==> config.mk <==
export PLATFORM = sky130hd
export DESIGN_NAME = bt_tx
export DESIGN_NICKNAME = d
export VERILOG_FILES = /design/src/rtl/bt_tx.sv
export SDC_FILE = /design/constraint.sdc
export NUM_CORES = 1
export LEC_CHECK = 0
export BUFFER_PORTS_ARGS = -buffer_cell sky130_fd_sc_hd__buf_2
export CAP_MARGIN = 20
export CORE_MARGIN = 1
export CORE_UTILIZATION = 43
export DETAILED_ROUTE_END_ITERATION = 7
export PLACE_DENSITY = 0.7
export SYNTH_ARGS = -nofsm -noshare
export SYNTH_HDL_FRONTEND = slang
export SYNTH_SLANG_ARGS = --single-unit
==> constraint.sdc <==
create_clock -name clk -period 2.6 [get_ports clk]
set_input_delay 0.52 -clock clk [delete_from_list [all_inputs] [get_ports clk]]
set_output_delay 0.52 -clock clk [all_outputs]
set_load 0.02 [all_outputs]
==> src/rtl/bt_tx.sv <==
// bt_tx: byte-wide serial transmitter, 8N1 framing with a one-byte holding register.
// Define BT_TX_PARITY_EN to insert an even-parity bit between the data bits and the stop bit.
module bt_tx #(
  parameter int CLKS_PER_BIT = 5208
) (
  input  logic       clk,
  input  logic       reset,
  input  logic [7:0] data_in,
  input  logic       wr,
  output logic       tx,
  output logic       ready,
  output logic       busy,
  output logic       done
);

  // state  | meaning
  // IDLE   | line idle high, shift register empty
  // START  | start bit (tx=0)
  // DATA   | data bits 0..7, LSB first
  // PARITY | even parity of the data byte (BT_TX_PARITY_EN only)
  // STOP   | stop bit (tx=1), done on its last cycle
`ifdef BT_TX_PARITY_EN
  typedef enum logic [2:0] {
    S_IDLE   = 3'd0,
    S_START  = 3'd1,
    S_DATA   = 3'd2,
    S_PARITY = 3'd3,
    S_STOP   = 3'd4
  } state_t;
`else
  typedef enum logic [2:0] {
    S_IDLE   = 3'd0,
    S_START  = 3'd1,
    S_DATA   = 3'd2,
    S_STOP   = 3'd4
  } state_t;
`endif

  localparam logic [15:0] CNT_LAST = 16'(CLKS_PER_BIT - 1);

  state_t      r_state;
  state_t      w_next;
  logic [15:0] r_cnt;
  logic [2:0]  r_bit_idx;
  logic [7:0]  r_shift;
  logic [7:0]  r_hold;
  logic        r_hold_full;
`ifdef BT_TX_PARITY_EN
  logic        r_par;
`endif

  logic       w_bit_end;
  logic       w_accept;
  logic       w_stop_end;
  logic       w_load;
  logic [7:0] w_load_val;

  assign w_bit_end  = (r_cnt == CNT_LAST);
  assign w_accept   = wr & ~r_hold_full;
  assign w_stop_end = (r_state == S_STOP) & w_bit_end;
  // A byte enters the shift register either straight from an idle write or at the end of a stop bit.
  assign w_load     = ((r_state == S_IDLE) & w_accept) | (w_stop_end & (r_hold_full | w_accept));
  assign w_load_val = (w_stop_end & r_hold_full) ? r_hold : data_in;

  always_ff @(posedge clk or negedge reset) begin
    if (!reset) r_state <= S_IDLE;
    else        r_state <= w_next;
  end

  always_comb begin
    w_next = r_state;
    case (r_state)
      S_IDLE:  if (w_accept) w_next = S_START;
      S_START: if (w_bit_end) w_next = S_DATA;
      S_DATA: begin
        if (w_bit_end && (r_bit_idx == 3'd7)) begin
`ifdef BT_TX_PARITY_EN
          w_next = S_PARITY;
`else
          w_next = S_STOP;
`endif
        end
      end
`ifdef BT_TX_PARITY_EN
      S_PARITY: if (w_bit_end) w_next = S_STOP;
`endif
      S_STOP: begin
        if (w_bit_end) w_next = (r_hold_full | w_accept) ? S_START : S_IDLE;
      end
      default: w_next = S_IDLE;
    endcase
  end

  always_comb begin
    tx    = 1'b1;
    busy  = (r_state != S_IDLE);
    ready = ~r_hold_full;
    done  = w_stop_end;
    case (r_state)
      S_START:  tx = 1'b0;
      S_DATA:   tx = r_shift[0];
`ifdef BT_TX_PARITY_EN
      S_PARITY: tx = r_par;
`endif
      default:  tx = 1'b1;
    endcase
  end

  always_ff @(posedge clk or negedge reset) begin
    if (!reset) begin
      r_cnt       <= 16'd0;
      r_bit_idx   <= 3'd0;
      r_shift     <= 8'd0;
      r_hold      <= 8'd0;
      r_hold_full <= 1'b0;
`ifdef BT_TX_PARITY_EN
      r_par       <= 1'b0;
`endif
    end else begin
      if ((r_state == S_IDLE) || w_bit_end) r_cnt <= 16'd0;
      else                                  r_cnt <= r_cnt + 16'd1;

      if ((r_state == S_DATA) && w_bit_end) r_bit_idx <= r_bit_idx + 3'd1;

      if (w_load) begin
        r_shift <= w_load_val;
`ifdef BT_TX_PARITY_EN
        r_par   <= ^w_load_val;
`endif
      end else if ((r_state == S_DATA) && w_bit_end) begin
        r_shift <= r_shift >> 1;
      end

      // The holding register only fills while a frame is in flight and not at its reload point.
      if (w_stop_end && r_hold_full) begin
        r_hold_full <= 1'b0;
        r_hold      <= 8'd0;
      end else if (w_accept && (r_state != S_IDLE) && !w_stop_end) begin
        r_hold_full <= 1'b1;
        r_hold      <= data_in;
      end
    end
  end

endmodule

==> flow_summary_export.csv, run 1 <==
group,metric,value,unit
status,status,"finished, final reports clean",
cells_and_area,n_antenna_cell,0,
grt,grt_overflow,0,
setup_path,path_buf_inv,1,
setup_path,critPathRequiredTime,2.08,ns
min_path,hold_path_class,"in -> async",
routing,wl_per_cell,13.4,um
cells_and_area,syn_to_final_growth,10.4,%
sta,fmax,0.416,GHz
grt,grt_max_degree,40,
sta,maxSlewHeadroom,43.7,%
synth,synth-xor-area-share,6.64,%
sta,hold_violations,0,
floorplan,start_util,45.1,%
setup_path,critPathMaxFanout,6,
synth,yosysSeqAreaShare,49.3,%
clocking,cts_made_buffers,5,
power,power.leakage,1.13,nW
synth,synth-simple-area-share,19.1,%
clocking,cts_setup_buffers,0,
setup_path,path_class,"reg -> out",
grt,grt_first_pass_wirelength,5960,um
floorplan,chipWidth,69.8,um
grt,antenna_found_initial,0,
power,power_density,470,nW/um2
power,ir_drop,0.189,mV
sta,rsz0062_at_grt,"no",
run,drv_cap,0,
synth,synth-seq-cells,39,
floorplan,die_h,69.8,um
clocking,clock_sinks,39,
floorplan,die-area,4880,um2
placement,port_buffers,14,
routing,drt_iter0_markers,95,
setup_path,worstPathArrival,1.88,ns
setup_path,crit_slowest_cell,"dfrtp_1",
cells_and_area,fin_area,2190,um2
routing,ant_nets,0,
routing,wl,3440,um
synth,syn_avg_cell_area,10.8,um2
sta,period_share,92.4,%
routing,drcViolationCount,0,
routing,vias_per_cell,5.23,
synth,synth_top_family_by_area,"simple AND/OR/NAND/NOR gates",
clocking,clockBufferDepth,2,
sta,fin_crit,2.40,ns
grt,grt_usage,15.5,%
clocking,insertion_delay,0.29,ns
sta,setup_viol,0,
synth,synth.distinct_cells,32,
synth,synth_area,1980,um2
sta,setup_tns,0,ns
power,power.total,1.03,mW
placement,place_area,2100,um2
synth,synthMuxAreaShare,15.5,%
floorplan,io_pins,15,
synth,synth_cells,184,
synth,synth_warnings,0,
placement,place.gp.congestion,0.826,
setup_path,cp-start-kind,"flop",
setup_path,path_cells,"nor4b_2 -> and4_1 -> and2_1 -> buf_2",
setup_path,critPathCaptureType,"primary output",
cells_and_area,nets,217,
synth,synth_fa_ha_area_share,1.90,%
placement,dpl.cell_count,248,
synth,syn-num-nets,198,
routing,num_vias,1338,
cells_and_area,stdcell_count,256,
cells_and_area,drive_gt1_share,15.2,%
sta,finalClockSkew,0.00441,ns
clocking,clkTransAtPathRegs,0.07,ns
sta,slew_viol_final,0,
clocking,hold_buffers,0,
setup_path,path_delay_family,"simple AND/OR/NAND/NOR gates",
sta,whs,0.340,ns
synth,synth_compound_area_share,3.22,%
clocking,cts_tree,"built",
sta,tightest_slew,0.844,ns
clocking,cts_max_level,2,
clocking,cts.repair.resized,0,
grt,grt_pass1_vias,1333,
floorplan,row_count,24,
setup_path,slowest_delay,0.41,ns
routing,first_pass_iters,4,
floorplan,core_area,4380,um2
clocking,root_buffer,"clkbuf_8",
placement,hpwl,2430,um
report_power, final:
part,total [mW],switching (mW),internal [mW],leakage [nW]
Clock,0.392,0.204,0.188,0.0422
Combinational,0.0284,0.0188,0.00963,0.624
Sequential,0.606,0,0.606,0.467
Total,1.03,0.223,0.804,1.13
layout make-up:
type / count / area [um2]
clock buffer: 7 / 76.3
clock inverter: 1 / 5.00
fill: 397 / 2200
inverter: 12 / 45.0
multi-input combinational: 127 / 918
sequential: 39 / 976
tap: 52 / 65.1
timing repair buffer: 18 / 100
metal layers:
| layer | track usage, % | routed length (um) | vias to the layer above |
|---|---|---|---|
| met5 | 0 | 0 | - |
| met4 | 6.00 | 50 | 0 |
| met3 | 3.63 | 145 | 7 |
| met2 | 23.5 | 1560 | 36 |
| met1 | 21.4 | 1690 | 635 |
| li1 | - | - | 660 |
synth_stat cells:
library cell  instances  area (um2)
and2_1                1        6.26
nor2_1               19        71.3
nor2b_1               1        6.26
buf_6                 1        11.3
or3_1                 3        18.8
and4_1                2        17.5
mux2_1                2        22.5
mux2_4                1        15.0
nor3_1                3        15.0
nand3_4               1        17.5
a31o_2                1        8.76
clkbuf_1              1        3.75
o21ai_0               3        15.0
ha_1                  3        37.5
buf_2                 2        10.0
mux2i_1              27         270
a221o_1               1        10.0
nand3_1               8        40.0
nand2b_1              1        6.26
nor4b_1               1        8.76
and3_1                4        25.0
dfrtp_1              39         976
buf_4                 2        15.0
nand4_1               3        18.8
and3b_1               1        8.76
nor3b_2               1        12.5
inv_1                12        45.0
nor4b_2               3        45.0
xnor2_1               6        52.6
nand2_1              16        60.1
a21oi_1               6        30.0
xor2_1                9        78.8
path summary, 6_finish.rpt:
kind                       startpoint          to  slack [ns]  cells after the start
max in group asynchronous       reset  r_state[2]        1.74                      1
min in group clk           data_in[3]   r_hold[3]        0.47                      3
setup reg to reg             r_cnt[0]   r_hold[5]        0.38                      6
hold / removal                  reset   r_cnt[14]        0.34                      1
setup / recovery            r_cnt[13]        done        0.20                      4
hold reg to reg              r_cnt[0]    r_cnt[0]        0.49                      1
kinds of logic (layout without fill, tap and decap cells):
family,after synthesis,in the layout
simple gates,68,68
flops,39,39
mux,30,30
buf+inv,18,38
xor+xnor,15,15
compound gates,11,11
fa+ha+maj,3,3
sequential cells by signal, summed over array words and instances (netlist names):
register     cells
r_bit_idx        3
r_hold_full      1
r_cnt           16
r_hold           8
r_state          3
r_shift          8
through the flow:
step,util [%],worst slack [ns]
after global placement,48.0,0.450
after CTS,49.9,0.199
after floorplan,-,0.499
after detailed placement,48.0,0.390
after global routing,49.9,0.0761
final,49.9,0.199
cells in the final DEF (no fill, tap or decap), types with 6 or more instances in the layout:
cell type and count:
dfrtp_1 39, mux2i_1 27, nor2_1 19, nand2_1 16
buf_2 14, inv_1 12, xor2_1 9, nand3_1 8
xnor2_1 6, a21oi_1 6
Note: power is estimated with default switching activity, not from simulation.
==> run 2, diff against run 1 <==
REMOVE_ABC_BUFFERS = 1   (was default)
SETUP_SLACK_MARGIN = 0.5   (was default)
clock period = 2.9 ns   (was 2.6 ns; I/O delays follow)
==> run 2 against run 1 <==
Non-clock buffer count decreased by 3. Combinational power is 13% lower. Critical path depth grew 1. Hold slack better by 0.058 ns. Die area unchanged. Wire length fell by 0.26%. Clock skew is 0.00061 ns higher. Largest cell class unchanged.
==> flow_summary_export.csv, run 2 (synthesis gave the netlist of run 1 again) <==
group,metric,value,unit
setup_path,critPathMaxFanout,6,
clocking,insertion_delay,0.29,ns
cells_and_area,nets,214,
min_path,hold_path_class,"in -> async",
clocking,clkTransAtPathRegs,0.07,ns
run,drv_cap,0,
power,power_density,429,nW/um2
power,ir_drop,0.188,mV
cells_and_area,largest_reg_flops,16,
placement,place.gp.congestion,0.822,
clocking,cts_made_buffers,5,
routing,drt_iter0_markers,99,
setup_path,critPathRequiredTime,2.32,ns
grt,antenna_found_initial,0,
floorplan,die_h,69.8,um
power,power.leakage,1.13,nW
routing,vias_per_cell,5.26,
floorplan,core_area,4380,um2
grt,grt_overflow,0,
routing,drcViolationCount,0,
floorplan,die-area,4880,um2
routing,wl,3430,um
setup_path,path_class,"reg -> out",
routing,first_pass_iters,4,
clocking,cts_max_level,2,
cells_and_area,syn_to_final_growth,9.99,%
clocking,clock_sinks,39,
grt,grt_first_pass_wirelength,6110,um
placement,dpl.cell_count,245,
setup_path,path_cells,"ha_1 -> and3_1 -> and4_4 -> and2_1 -> buf_2",
setup_path,crit_start,"r_cnt[0]",
floorplan,io_pins,15,
cells_and_area,n_antenna_cell,0,
sta,slew_viol_final,0,
sta,tightest_slew,0.845,ns
routing,num_vias,1325,
grt,grt_usage,16.0,%
sta,fmax,0.429,GHz
clocking,clockBufferDepth,2,
floorplan,chipWidth,69.8,um
setup_path,cp-start-kind,"flop",
clocking,root_buffer,"clkbuf_8",
sta,period_share,80.4,%
cells_and_area,drive_gt1_share,15.5,%
setup_path,crit_slowest_cell,"dfrtp_1",
clocking,cts_tree,"built",
sta,finalClockSkew,0.00503,ns
sta,setup_tns,0,ns
setup_path,regToRegStartpoint,"r_cnt[0]",
placement,hpwl,2380,um
setup_path,critPathCaptureType,"primary output",
setup_path,worstPathArrival,1.75,ns
grt,grt_pass1_vias,1345,
sta,rsz0062_at_grt,"yes",
placement,port_buffers,14,
floorplan,row_count,24,
sta,maxSlewHeadroom,43.7,%
routing,ant_nets,0,
sta,setup_viol,0,
cells_and_area,stdcell_count,252,
cells_and_area,mostFrequentLayoutCells,"dfrtp_1, mux2i_1, nor2_1",
cells_and_area,largest-register,"r_cnt",
floorplan,start_util,45.1,%
grt,grt_max_degree,40,
cells_and_area,top_regs,"r_cnt: 16 flops, r_hold: 8 flops, r_shift: 8 flops",
routing,wl_per_cell,13.6,um
setup_path,slowest_delay,0.40,ns
status,status,"finished, final reports clean",
sta,hold_violations,0,
sta,fin_crit,2.33,ns
cells_and_area,mostFrequentLayoutCell,"dfrtp_1",
-- run 2: changes by cell type in the layout (fill, tap and decap cells not counted), sizes merged --
| cell | previous run | this run |
|---|---|---|
| clkbuf | 7 | 6 |
| buf | 18 | 15 |
-- run 2: report_power, final --
part	total (mW)	internal, mW	switching [mW]
Sequential	0.544	0.544	0
Combinational	0.0247	0.00861	0.0161
Clock	0.366	0.186	0.180
Total	0.935	0.739	0.196
-- run 2: metrics by stage --
stage	setup slack (ns)	util (%)	hold WS (ns)	cell area, um2	total power, mW
2_1_floorplan	0.425	-	0.284	1940	0.560
3_3_place_gp	0.664	47.5	0.461	2080	0.580
3_5_place_dp	0.582	47.5	0.484	2080	0.580
4_1_cts	0.525	49.5	0.432	2170	0.948
5_1_grt	0.452	49.7	0.457	2180	0.974
6_report	0.568	49.7	0.398	2180	0.935
-- run 2: timing repair --
item,in CTS,in global routing
endpoints found under the hold margin,0,0
resized for setup,1,2
endpoints found under the setup margin,1,2
hold buffers,0,0
pin swaps,0,0
buffers inserted,0,0
-- run 2: path summary, 6_finish.rpt --
path                            depth (start not counted)  slack [ns]      endpoint
worst min register to register                          1        0.49  r_bit_idx[0]
worst max register to register                          6        0.71     r_hold[1]
worst max-delay path                                    5        0.57          done
worst min-delay path                                    1        0.40    r_shift[7]
min in group clk                                        1        0.49  r_bit_idx[0]
max in group asynchronous                               1        1.98    r_state[1]
-- run 2: area by class of cell --
| cell class | instances | area, um2 |
|---|---|---|
| Inverter | 12 | 45.0 |
| Tap cell | 52 | 65.1 |
| Fill cell | 396 | 2210 |
| Multi-Input combinational cell | 127 | 926 |
| Sequential cell | 39 | 976 |
| Clock inverter | 1 | 5.00 |
| Clock buffer | 6 | 82.6 |
| Timing Repair Buffer | 15 | 77.6 |
-- run 2: per-layer routing --
| layer | vias to the layer above | wire [um] | global-route usage [%] |
|---|---|---|---|
| met1 | 635 | 1670 | 20.8 |
| met4 | 0 | 53 | 6.00 |
| met2 | 28 | 1590 | 25.6 |
| li1 | 657 | - | - |
| met5 | - | 0 | 0 |
| met3 | 5 | 125 | 4.36 |
-- run 2: critical path: cells and delay by family (launching register included) --
family	cells	cell delay, ns
simple gates	3	0.67
buf+inv	1	0.17
flops	1	0.40
fa+ha+maj	1	0.22
